File: config.mk
export PLATFORM = sky130hd
export DESIGN_NAME = wb_stage
export DESIGN_NICKNAME = d
export VERILOG_FILES = /design/src/rtl/cpu_pkg.sv /design/src/rtl/wb_stage_load_align.sv /design/src/rtl/wb_stage.sv
export SDC_FILE = /design/constraint.sdc
export NUM_CORES = 1
export LEC_CHECK = 0
export BUFFER_PORTS_ARGS = -buffer_cell sky130_fd_sc_hd__buf_4
export CAP_MARGIN = 20
export CELL_PAD_IN_SITES_DETAIL_PLACEMENT = 2
export CELL_PAD_IN_SITES_GLOBAL_PLACEMENT = 2
export CORE_UTILIZATION = 29
export DETAILED_ROUTE_END_ITERATION = 6
export PLACE_DENSITY_LB_ADDON = 0.05
export SLEW_MARGIN = 20
export SYNTH_ARGS = -nofsm -noshare
export SYNTH_HDL_FRONTEND = slang
export SYNTH_SLANG_ARGS = --single-unit
File: constraint.sdc
create_clock -name clk -period 3.5 [get_ports clk]
set_input_delay 0.175 -clock clk [delete_from_list [all_inputs] [get_ports clk]]
set_output_delay 0.175 -clock clk [all_outputs]
set_load 0.1 [all_outputs]
File: src/rtl/cpu_pkg.sv
// Shared CPU definitions: writeback source codes, load sizes and writeback FSM states.
package cpu_pkg;

  localparam int unsigned WB_SRC_W = 2;
  localparam int unsigned LD_SIZE_W = 2;

  localparam logic [WB_SRC_W-1:0] WB_SRC_PC  = 2'd0;
  localparam logic [WB_SRC_W-1:0] WB_SRC_ALU = 2'd1;
  localparam logic [WB_SRC_W-1:0] WB_SRC_MEM = 2'd2;
  localparam logic [WB_SRC_W-1:0] WB_SRC_CSR = 2'd3;

  localparam logic [LD_SIZE_W-1:0] LD_BYTE  = 2'd0;
  localparam logic [LD_SIZE_W-1:0] LD_HALF  = 2'd1;
  localparam logic [LD_SIZE_W-1:0] LD_WORD  = 2'd2;
  localparam logic [LD_SIZE_W-1:0] LD_DWORD = 2'd3;

  typedef enum logic [0:0] {
    IDLE     = 1'b0,
    WAIT_MEM = 1'b1
  } wb_state_t;

endpackage

File: src/rtl/wb_stage_load_align.sv
// Combinational load lane extraction, sign/zero extension and misalignment detection.
module load_align
  import cpu_pkg::*;
#(
  parameter int unsigned XLEN = 32
) (
  input  logic [XLEN-1:0]      i_data,
  input  logic [LD_SIZE_W-1:0] i_size,
  input  logic                 i_unsigned,
  input  logic [2:0]           i_offset,
  output logic [XLEN-1:0]      o_ext,
  output logic                 o_misalign
);

  logic [2:0]           w_off;
  logic [LD_SIZE_W-1:0] w_size;
  logic [XLEN-1:0]      w_lane;

  // RV32 only sees a 4-byte window and has no dword loads.
  always_comb begin
    w_off  = (XLEN == 64) ? i_offset : {1'b0, i_offset[1:0]};
    w_size = ((XLEN != 64) && (i_size == LD_DWORD)) ? LD_WORD : i_size;
    w_lane = i_data >> {w_off, 3'b000};
  end

  always_comb begin
    o_ext = w_lane;
    case (w_size)
      LD_BYTE: o_ext = i_unsigned ? XLEN'(w_lane[7:0]) : XLEN'($signed(w_lane[7:0]));
      LD_HALF: o_ext = i_unsigned ? XLEN'(w_lane[15:0]) : XLEN'($signed(w_lane[15:0]));
      LD_WORD: o_ext = (i_unsigned || (XLEN == 32)) ? XLEN'(w_lane[31:0])
                                                     : XLEN'($signed(w_lane[31:0]));
      default: o_ext = w_lane;
    endcase
  end

  always_comb begin
    o_misalign = 1'b0;
    case (w_size)
      LD_HALF:  o_misalign = w_off[0];
      LD_WORD:  o_misalign = |w_off[1:0];
      LD_DWORD: o_misalign = |w_off;
      default:  o_misalign = 1'b0;
    endcase
  end

endmodule

File: src/rtl/wb_stage.sv
// Registered writeback stage: result source select, load alignment, late-load wait
// and registered register-file write port with hazard status for decode.
module wb_stage
  import cpu_pkg::*;
#(
  parameter int unsigned XLEN    = 32,
  parameter int unsigned RADDR_W = 5,
  parameter int unsigned SRC_W   = 2
) (
  input  logic               clk,
  input  logic               rst,
  input  logic               in_valid,
  output logic               in_ready,
  input  logic [SRC_W-1:0]   wb_src,
  input  logic               reg_write,
  input  logic [RADDR_W-1:0] rd,
  input  logic [XLEN-1:0]    next_pc,
  input  logic [XLEN-1:0]    alu_out,
  input  logic [XLEN-1:0]    csr_data,
  input  logic [1:0]         ld_size,
  input  logic               ld_unsigned,
  input  logic [2:0]         ld_offset,
  input  logic               mem_rvalid,
  input  logic [XLEN-1:0]    mem_rdata,
  output logic               rf_we,
  output logic [RADDR_W-1:0] rf_waddr,
  output logic [XLEN-1:0]    rf_wdata,
  output logic               busy,
  output logic [RADDR_W-1:0] busy_rd,
  output logic               ld_misalign
);

  wb_state_t r_state, w_state_nxt;

  logic [RADDR_W-1:0]   r_rd, w_rd_nxt;
  logic                 r_reg_write, w_reg_write_nxt;
  logic [LD_SIZE_W-1:0] r_ld_size, w_ld_size_nxt;
  logic                 r_ld_unsigned, w_ld_unsigned_nxt;
  logic [2:0]           r_ld_offset, w_ld_offset_nxt;

  logic               r_rf_we, w_rf_we_nxt;
  logic [RADDR_W-1:0] r_rf_waddr, w_rf_waddr_nxt;
  logic [XLEN-1:0]    r_rf_wdata, w_rf_wdata_nxt;
  logic               r_busy, w_busy_nxt;
  logic [RADDR_W-1:0] r_busy_rd, w_busy_rd_nxt;
  logic               r_ld_misalign, w_ld_misalign_nxt;

  logic                 w_in_wait;
  logic                 w_accept;
  logic                 w_src_mem;
  logic [LD_SIZE_W-1:0] w_al_size;
  logic                 w_al_unsigned;
  logic [2:0]           w_al_offset;
  logic [XLEN-1:0]      w_ld_ext;
  logic                 w_ld_mis;
  logic [XLEN-1:0]      w_sel_data;

  assign w_in_wait = (r_state == WAIT_MEM);
  assign in_ready  = (r_state == IDLE);
  assign w_accept  = in_valid & in_ready;
  assign w_src_mem = (wb_src == SRC_W'(WB_SRC_MEM));

  // A waiting load is formatted from its latched attributes, not the live bus.
  assign w_al_size     = w_in_wait ? r_ld_size     : ld_size;
  assign w_al_unsigned = w_in_wait ? r_ld_unsigned : ld_unsigned;
  assign w_al_offset   = w_in_wait ? r_ld_offset   : ld_offset;

  load_align #(
    .XLEN(XLEN)
  ) u_load_align (
    .i_data    (mem_rdata),
    .i_size    (w_al_size),
    .i_unsigned(w_al_unsigned),
    .i_offset  (w_al_offset),
    .o_ext     (w_ld_ext),
    .o_misalign(w_ld_mis)
  );

  always_comb begin
    w_sel_data = alu_out;
    case (wb_src)
      SRC_W'(WB_SRC_PC):  w_sel_data = next_pc;
      SRC_W'(WB_SRC_ALU): w_sel_data = alu_out;
      SRC_W'(WB_SRC_MEM): w_sel_data = w_ld_ext;
      SRC_W'(WB_SRC_CSR): w_sel_data = csr_data;
      default:            w_sel_data = alu_out;
    endcase
  end

  // Next-state and registered-output logic.
  always_comb begin
    w_state_nxt       = r_state;
    w_rd_nxt          = r_rd;
    w_reg_write_nxt   = r_reg_write;
    w_ld_size_nxt     = r_ld_size;
    w_ld_unsigned_nxt = r_ld_unsigned;
    w_ld_offset_nxt   = r_ld_offset;
    w_rf_we_nxt       = 1'b0;
    w_rf_waddr_nxt    = r_rf_waddr;
    w_rf_wdata_nxt    = r_rf_wdata;
    w_ld_misalign_nxt = 1'b0;

    case (r_state)
      IDLE: begin
        if (w_accept) begin
          if (w_src_mem && !mem_rvalid) begin
            w_state_nxt       = WAIT_MEM;
            w_rd_nxt          = rd;
            w_reg_write_nxt   = reg_write;
            w_ld_size_nxt     = ld_size;
            w_ld_unsigned_nxt = ld_unsigned;
            w_ld_offset_nxt   = ld_offset;
          end else begin
            w_rf_waddr_nxt    = rd;
            w_rf_wdata_nxt    = w_sel_data;
            w_rf_we_nxt       = reg_write & (|rd) & ~(w_src_mem & w_ld_mis);
            w_ld_misalign_nxt = w_src_mem & w_ld_mis;
          end
        end
      end
      WAIT_MEM: begin
        if (mem_rvalid) begin
          w_state_nxt       = IDLE;
          w_rf_waddr_nxt    = r_rd;
          w_rf_wdata_nxt    = w_ld_ext;
          w_rf_we_nxt       = r_reg_write & (|r_rd) & ~w_ld_mis;
          w_ld_misalign_nxt = w_ld_mis;
        end
      end
      default: w_state_nxt = IDLE;
    endcase

    w_busy_nxt    = (w_state_nxt == WAIT_MEM);
    w_busy_rd_nxt = w_busy_nxt ? w_rd_nxt : '0;
  end

  always_ff @(posedge clk or posedge rst) begin
    if (rst) begin
      r_state       <= IDLE;
      r_rd          <= '0;
      r_reg_write   <= 1'b0;
      r_ld_size     <= '0;
      r_ld_unsigned <= 1'b0;
      r_ld_offset   <= '0;
      r_rf_we       <= 1'b0;
      r_rf_waddr    <= '0;
      r_rf_wdata    <= '0;
      r_busy        <= 1'b0;
      r_busy_rd     <= '0;
      r_ld_misalign <= 1'b0;
    end else begin
      r_state       <= w_state_nxt;
      r_rd          <= w_rd_nxt;
      r_reg_write   <= w_reg_write_nxt;
      r_ld_size     <= w_ld_size_nxt;
      r_ld_unsigned <= w_ld_unsigned_nxt;
      r_ld_offset   <= w_ld_offset_nxt;
      r_rf_we       <= w_rf_we_nxt;
      r_rf_waddr    <= w_rf_waddr_nxt;
      r_rf_wdata    <= w_rf_wdata_nxt;
      r_busy        <= w_busy_nxt;
      r_busy_rd     <= w_busy_rd_nxt;
      r_ld_misalign <= w_ld_misalign_nxt;
    end
  end

  assign rf_we       = r_rf_we;
  assign rf_waddr    = r_rf_waddr;
  assign rf_wdata    = r_rf_wdata;
  assign busy        = r_busy;
  assign busy_rd     = r_busy_rd;
  assign ld_misalign = r_ld_misalign;

endmodule

**Word-level counts from Yosys, hierarchy flattened**

Cells that the tools add are included.
W data, S select, Z words.

- Bits in registers: 56

- Eq/ne operators: 10
- Shift operators: 1
- Multiplexer cells: 33
- Bitwise operators: 9
- Reduce and logical (&&, ||, !) cells: 10

Operators with widths:

| kind | count |
|---|---|
| $mux W32 | 5 |
| $pmux W32 S2 | 2 |
| $pmux W32 S4 | 1 |
| $mux W5 | 7 |
| $shr A32 B5 Y32 | 1 |
| $eq A2 B2 Y1 const B | 5 |
| $mux W1 | 10 |
| $pmux W5 S2 | 1 |
| $reduce_or A5 Y1 | 2 |
| $pmux W1 S2 | 4 |
| $and A1 B1 Y1 | 6 |
| $mux W2 | 3 |
| $reduce_and A3 Y1 | 2 |
| $eq A2 B1 Y1 const B | 2 |
| $logic_not A2 Y1 | 2 |
| $ne A2 B2 Y1 const B | 2 |
| $reduce_or A2 Y1 | 2 |
| $not A1 Y1 | 3 |
| $ne A2 B1 Y1 const B | 1 |
| $logic_and A1 B1 Y1 | 1 |
| $logic_not A1 Y1 | 1 |

**Depth between registers and ports, before layout**

- Depth after elaboration: 12
- Mapped depth: 8

**Cells and area by module**

Synthesis repeated with hierarchy kept, for this count alone.

- Cells, all modules: 357
- Area total of the unflattened synthesis: 4030.1 µm²

Modules (own cells, without submodules):

| module | instances | cells each | area each (µm²) | sequential area each (µm²) |
|---|---|---|---|---|
| wb_stage | 1 | 247 | 3323.2 | 1426.4 |
| load_align | 1 | 110 | 706.9 | 0.0 |

**Least setup slack after synthesis**

Ideal clock, no wire load.

- Path type: reg-to-reg
- Start point: register busy (netlist name)
- End point: register r_rf_wdata[18], in the netlist rf_wdata[18]
- Setup time: 0.130 ns
- Data arrival time: 2.702 ns
- Required time: 3.370 ns
- Slack: 0.668 ns
- Stages on the path, launching flop included: 8
- Clock period less this slack: 2.832 ns
- Cells stage by stage: dfrtp_1 > buf_6 > inv_1 > buf_2 > clkbuf_1 > nand4_1 > o21ai_0 > a31oi_1

RTL lines:

| what | RTL line | source |
|---|---|---|
| to (signal assigned) | wb_stage.sv:160 | `r_rf_wdata <= w_rf_wdata_nxt;` |
| to (decl) | wb_stage.sv:43 | `logic [XLEN-1:0] r_rf_wdata, w_rf_wdata_nxt;` |

==> results.md <==
- The sum of negative setup slack is 0 ns.
- sky130_fd_sc_hd__dfrtp_1 is the most common cell in the netlist.
- The TritonCTS sink count is 56.
- STA puts the critical path data arrival time at 2.88 ns.
- Derived from the worst setup path, the maximum achievable clock frequency is 0.377 GHz.
- For this run, the detailed router's first-pass iteration total came to 6.
- The nature of the critical path startpoint is a flop.
- Setup repair after global routing left no endpoint under its margin.
- The main flop type after synthesis is sky130_fd_sc_hd__dfrtp_1.
- TritonCTS created 5 clock buffers.
- In the synthesized netlist, the cells that appear most often are sky130_fd_sc_hd__dfrtp_1, sky130_fd_sc_hd__a21oi_1, sky130_fd_sc_hd__nand2_1.
- The fraction of final layout cells sized beyond drive strength 1 is 37.6%.
- The final hold slack is 0.0262 ns.
- The detailed router finished its first iteration with 220 violations.
- The area share of fa/ha/maj cells after synthesis is 0%.
- The number of I/O port buffers is 190.
- The site row count is 44.
- The area growth from synthesis to layout is 38.4%.
- The routability congestion estimate from global placement is 0.831.
- The area of the core is 14700 µm².
- The checks that failed: design-rule violations.
- The number of flip-flops and latches in the synthesized netlist is 56.
- The largest buffer count on any clock path is 2.
- The largest net degree at the start of global routing is 53.
- In the routed design, unresolved DRC markers number 14.
- Summing the areas of all and, or, nand and nor instances in the mapped netlist gives 14.3% of the synthesized area.
- Post-CTS timing repair inserted 0 buffers for setup.
- Setup violations remaining at the end of the flow were counted as 0.
- The number of buffer and inverter instances along the worst setup path is 2.
- The share of synthesized flip-flops with an asynchronous set or reset is 100%.
- The CTS tree is yes.
- The number of different library cells used by synthesis comes to 51.
- The per-cell routed wire length is 21.8 µm.
- The most numerous cell type found on the critical path is sky130_fd_sc_hd__buf_4.
- STA classifies the critical path endpoint as a flop.
- The largest total area in the synthesized netlist belongs to sky130_fd_sc_hd__dfrtp_1.
- Multiplexer cells account for 17.3% of the synthesized area.
- The via count is 4700.
- After detailed routing, the number of vias per cell comes to 5.54.
- The die height is 125 µm.
- Summing the areas of all compound-gate instances in the mapped netlist gives 30.4% of the synthesized area.
- Ranked by total cell area, the synthesized netlist is headed by sky130_fd_sc_hd__dfrtp_1, sky130_fd_sc_hd__mux2i_1, sky130_fd_sc_hd__a21oi_1, sky130_fd_sc_hd__nand2_1, sky130_fd_sc_hd__mux4_2.
- Measured along the x axis, the die boundary spans 125 µm.
- The count of flip-flops with a built-in enable after synthesis is 0.
- In the global route stage, overall resource usage came out at 24.1%.
- The total length of routed wires is 18500 µm.
- The worst path uses 75.8% of the clock period.
- The hold buffer count at cts is 0.
- At the worst endpoint, the required time is 3.72 ns.
- For this run, the register share of the synthesized area comes to 31.7%.
- After clock tree synthesis, the clock-pin slew on the worst setup and hold paths is 0.08 ns.
- The flip-flop and latch area is 1400 µm².
- In this run the worst path has a maximum fanout of 24.
- The multi-input logic area is 2740 µm².
- IR analysis of the VDD net gives a maximum drop of 0.224 mV.
- The number of maximum-capacitance constraint violations is 0.
- The number of ports placed on the die boundary is 192.
- Counting I/O delays and the setup requirement, the final critical path takes 2.65 ns.
- The run finished, with violations left.
- Detailed placement finished with a half-perimeter wire length of 14500 µm.
- After synthesis, the largest family of logic cells by area is compound AO/OA/AOI/OAI gates.
- Once detail routing completed, the nets flagged for antenna violations numbered 0.
- The clock reaches the later pin of the worst-skew pair after 0.31 ns.
- The XOR/XNOR share of the synthesized area is 0%.
- The final worst clock skew is 0.00893 ns.
- The remaining global-route overflow is 0.
- The count of warnings emitted by yosys is 0.
- The max-slew violation count came to 0.
- The mean instance size in the synthesized netlist is 8.88 µm².
- Across all setup checks in the final design, the least slack found is 0.846 ns.
- The total count of hold-check failures in the final report is 0.
- The signal on the critical path passes through buf_4 > or3_4 > o31ai_4 > buf_4 > and2_1 > a21oi_4 > a31oi_1.
- The transition time of the tightest slew-check pin is 0.850 ns.
- Timing analysis after detailed placement gives a worst setup slack of 0.869 ns.
- The H-tree was split into 2 levels.
- The via count of the first global-routing pass is 5084.
- For this design the ratio of total power to cell area is 500 nW/µm².
- The number of nets handed over by synthesis was 643.
- The worst max-slew margin expressed relative to the limit is 43.3%.
- The total leakage power is 2.80 nW.
- The maximum cell stage delay along the critical path is 0.63 ns.
- In this design, the largest share of critical-path delay is due to simple AND/OR/NAND/NOR gates.
- The total of cells resized after clock tree synthesis is 0.
- The class of the worst hold path is input pin to async pin.
- The gate count of the mapped netlist is 497.
- The synthesized netlist occupies a cell area of 4420 µm².
- The type of the worst setup path is flop to flop.
- At the end of the flow the core is filled with cells to 41.6%.
- The die covers 15700 µm².
- The first global-routing pass estimated 29300 µm of wire.
- The number of filler cells placed in the layout is 1645.
- The slowest stage of the critical path belongs to the cell sky130_fd_sc_hd__dfrtp_2.
- Once the floorplan was initialized, standard cells occupied 30.0% of the core.
- The number of antenna violations at the first check in global routing is 0.
- At the end of the flow, the number of nets in the layout was 810.
- The cell chosen for the clock root is sky130_fd_sc_hd__clkbuf_16.
- Summed over its instances, the top area cell type makes up 31.7% of the synthesized netlist area.
- 0 antenna diodes ended up in the layout.
## worst register-to-register path, stage by stage (launching register included)
cell	delay, ns
sky130_fd_sc_hd__dfrtp_2	0.63
sky130_fd_sc_hd__buf_4	0.29
sky130_fd_sc_hd__or3_4	0.41
sky130_fd_sc_hd__o31ai_4	0.06
sky130_fd_sc_hd__buf_4	0.24
sky130_fd_sc_hd__and2_1	0.42
sky130_fd_sc_hd__a21oi_4	0.25
sky130_fd_sc_hd__a31oi_1	0.26
## kinds of logic (layout without fill, tap and decap cells)
logic type,count (synthesis),after routing
AO/OA/AOI/OAI,187,187
buffers and inverters,59,227
flip-flops,56,56
multiplexers,62,62
AND/OR/NAND/NOR,133,133
## final cells by class
type                       instances  share of cell area [%]
clock inverter                     3                   0.451
inverter                          17                    1.04
tap                              184                    3.77
sequential                        56                    23.0
timing repair buffer             202                    24.8
clock buffer                       5                    2.05
multi-input combinational        382                    44.9
## path summary, 6_finish.rpt
check | startpoint | to | slack, ns | depth (start not counted)
setup / recovery | busy$_DFF_PP0_ | rf_wdata[18]$_DFFE_PP0P_ | 0.85 | 7
hold / removal | rst | rf_wdata[2]$_DFFE_PP0P_ | 0.03 | 2
setup reg to reg | busy$_DFF_PP0_ | rf_wdata[18]$_DFFE_PP0P_ | 0.85 | 7
hold reg to reg | rf_waddr[1]$_DFFE_PP0P_ | rf_waddr[1]$_DFFE_PP0P_ | 0.50 | 2
max in group asynchronous | rst | rf_wdata[18]$_DFFE_PP0P_ | 2.61 | 3
min in group clk | reg_write | r_reg_write$_DFFE_PP0P_ | 0.10 | 2
## cell usage in the layout (no fill, tap or decap), types with 6 or more instances in the layout
master,instances
sky130_fd_sc_hd__a211o_1,7
sky130_fd_sc_hd__o22ai_1,13
sky130_fd_sc_hd__mux4_2,7
sky130_fd_sc_hd__o211ai_1,13
sky130_fd_sc_hd__a31oi_1,23
sky130_fd_sc_hd__o22a_1,9
sky130_fd_sc_hd__mux2_2,10
sky130_fd_sc_hd__a2bb2oi_1,12
sky130_fd_sc_hd__o32ai_1,7
sky130_fd_sc_hd__nor2b_1,12
sky130_fd_sc_hd__a22o_1,6
sky130_fd_sc_hd__dfrtp_1,55
sky130_fd_sc_hd__a21oi_1,47
sky130_fd_sc_hd__nor2_1,39
sky130_fd_sc_hd__o21ai_0,18
sky130_fd_sc_hd__mux2i_1,41
sky130_fd_sc_hd__nand2_1,45
sky130_fd_sc_hd__nor3_1,9
sky130_fd_sc_hd__inv_1,16
sky130_fd_sc_hd__o21a_1,8
sky130_fd_sc_hd__buf_4,202
## layer usage
layer | vias up | share of wire (%) | track usage [%]
met3 | 17 | 4.7 | 3.25
met1 | 2352 | 43 | 31.1
met5 | - | 0 | 0
met2 | 126 | 50 | 42.3
li1 | 2205 | - | -
met4 | 0 | 1.5 | 5.95
## power by group
part,switching (mW),total (mW),internal (mW)
clock network,0.283,0.556,0.273
logic,1.15,1.63,0.481
registers,0.100,0.870,0.770
total,1.53,3.06,1.52
## stage by stage
stage	std cells	instance area, µm²	power (mW)
6_report	849	6110	3.06
5_1_grt	849	6110	3.19
4_1_cts	849	6100	3.09
3_5_place_dp	841	5950	2.52
3_3_place_gp	841	5950	2.49
2_1_floorplan	497	4420	2.03
## sequential cells by signal, indices dropped and copies added, names as in the netlist
name,flops
r_rd,5
busy_rd,5
r_ld_size,2
r_ld_unsigned,1
ld_misalign,1
rf_waddr,5
r_ld_offset,2
rf_wdata,32
r_reg_write,1
rf_we,1
busy,1
Power figures use the tool's default switching activity.
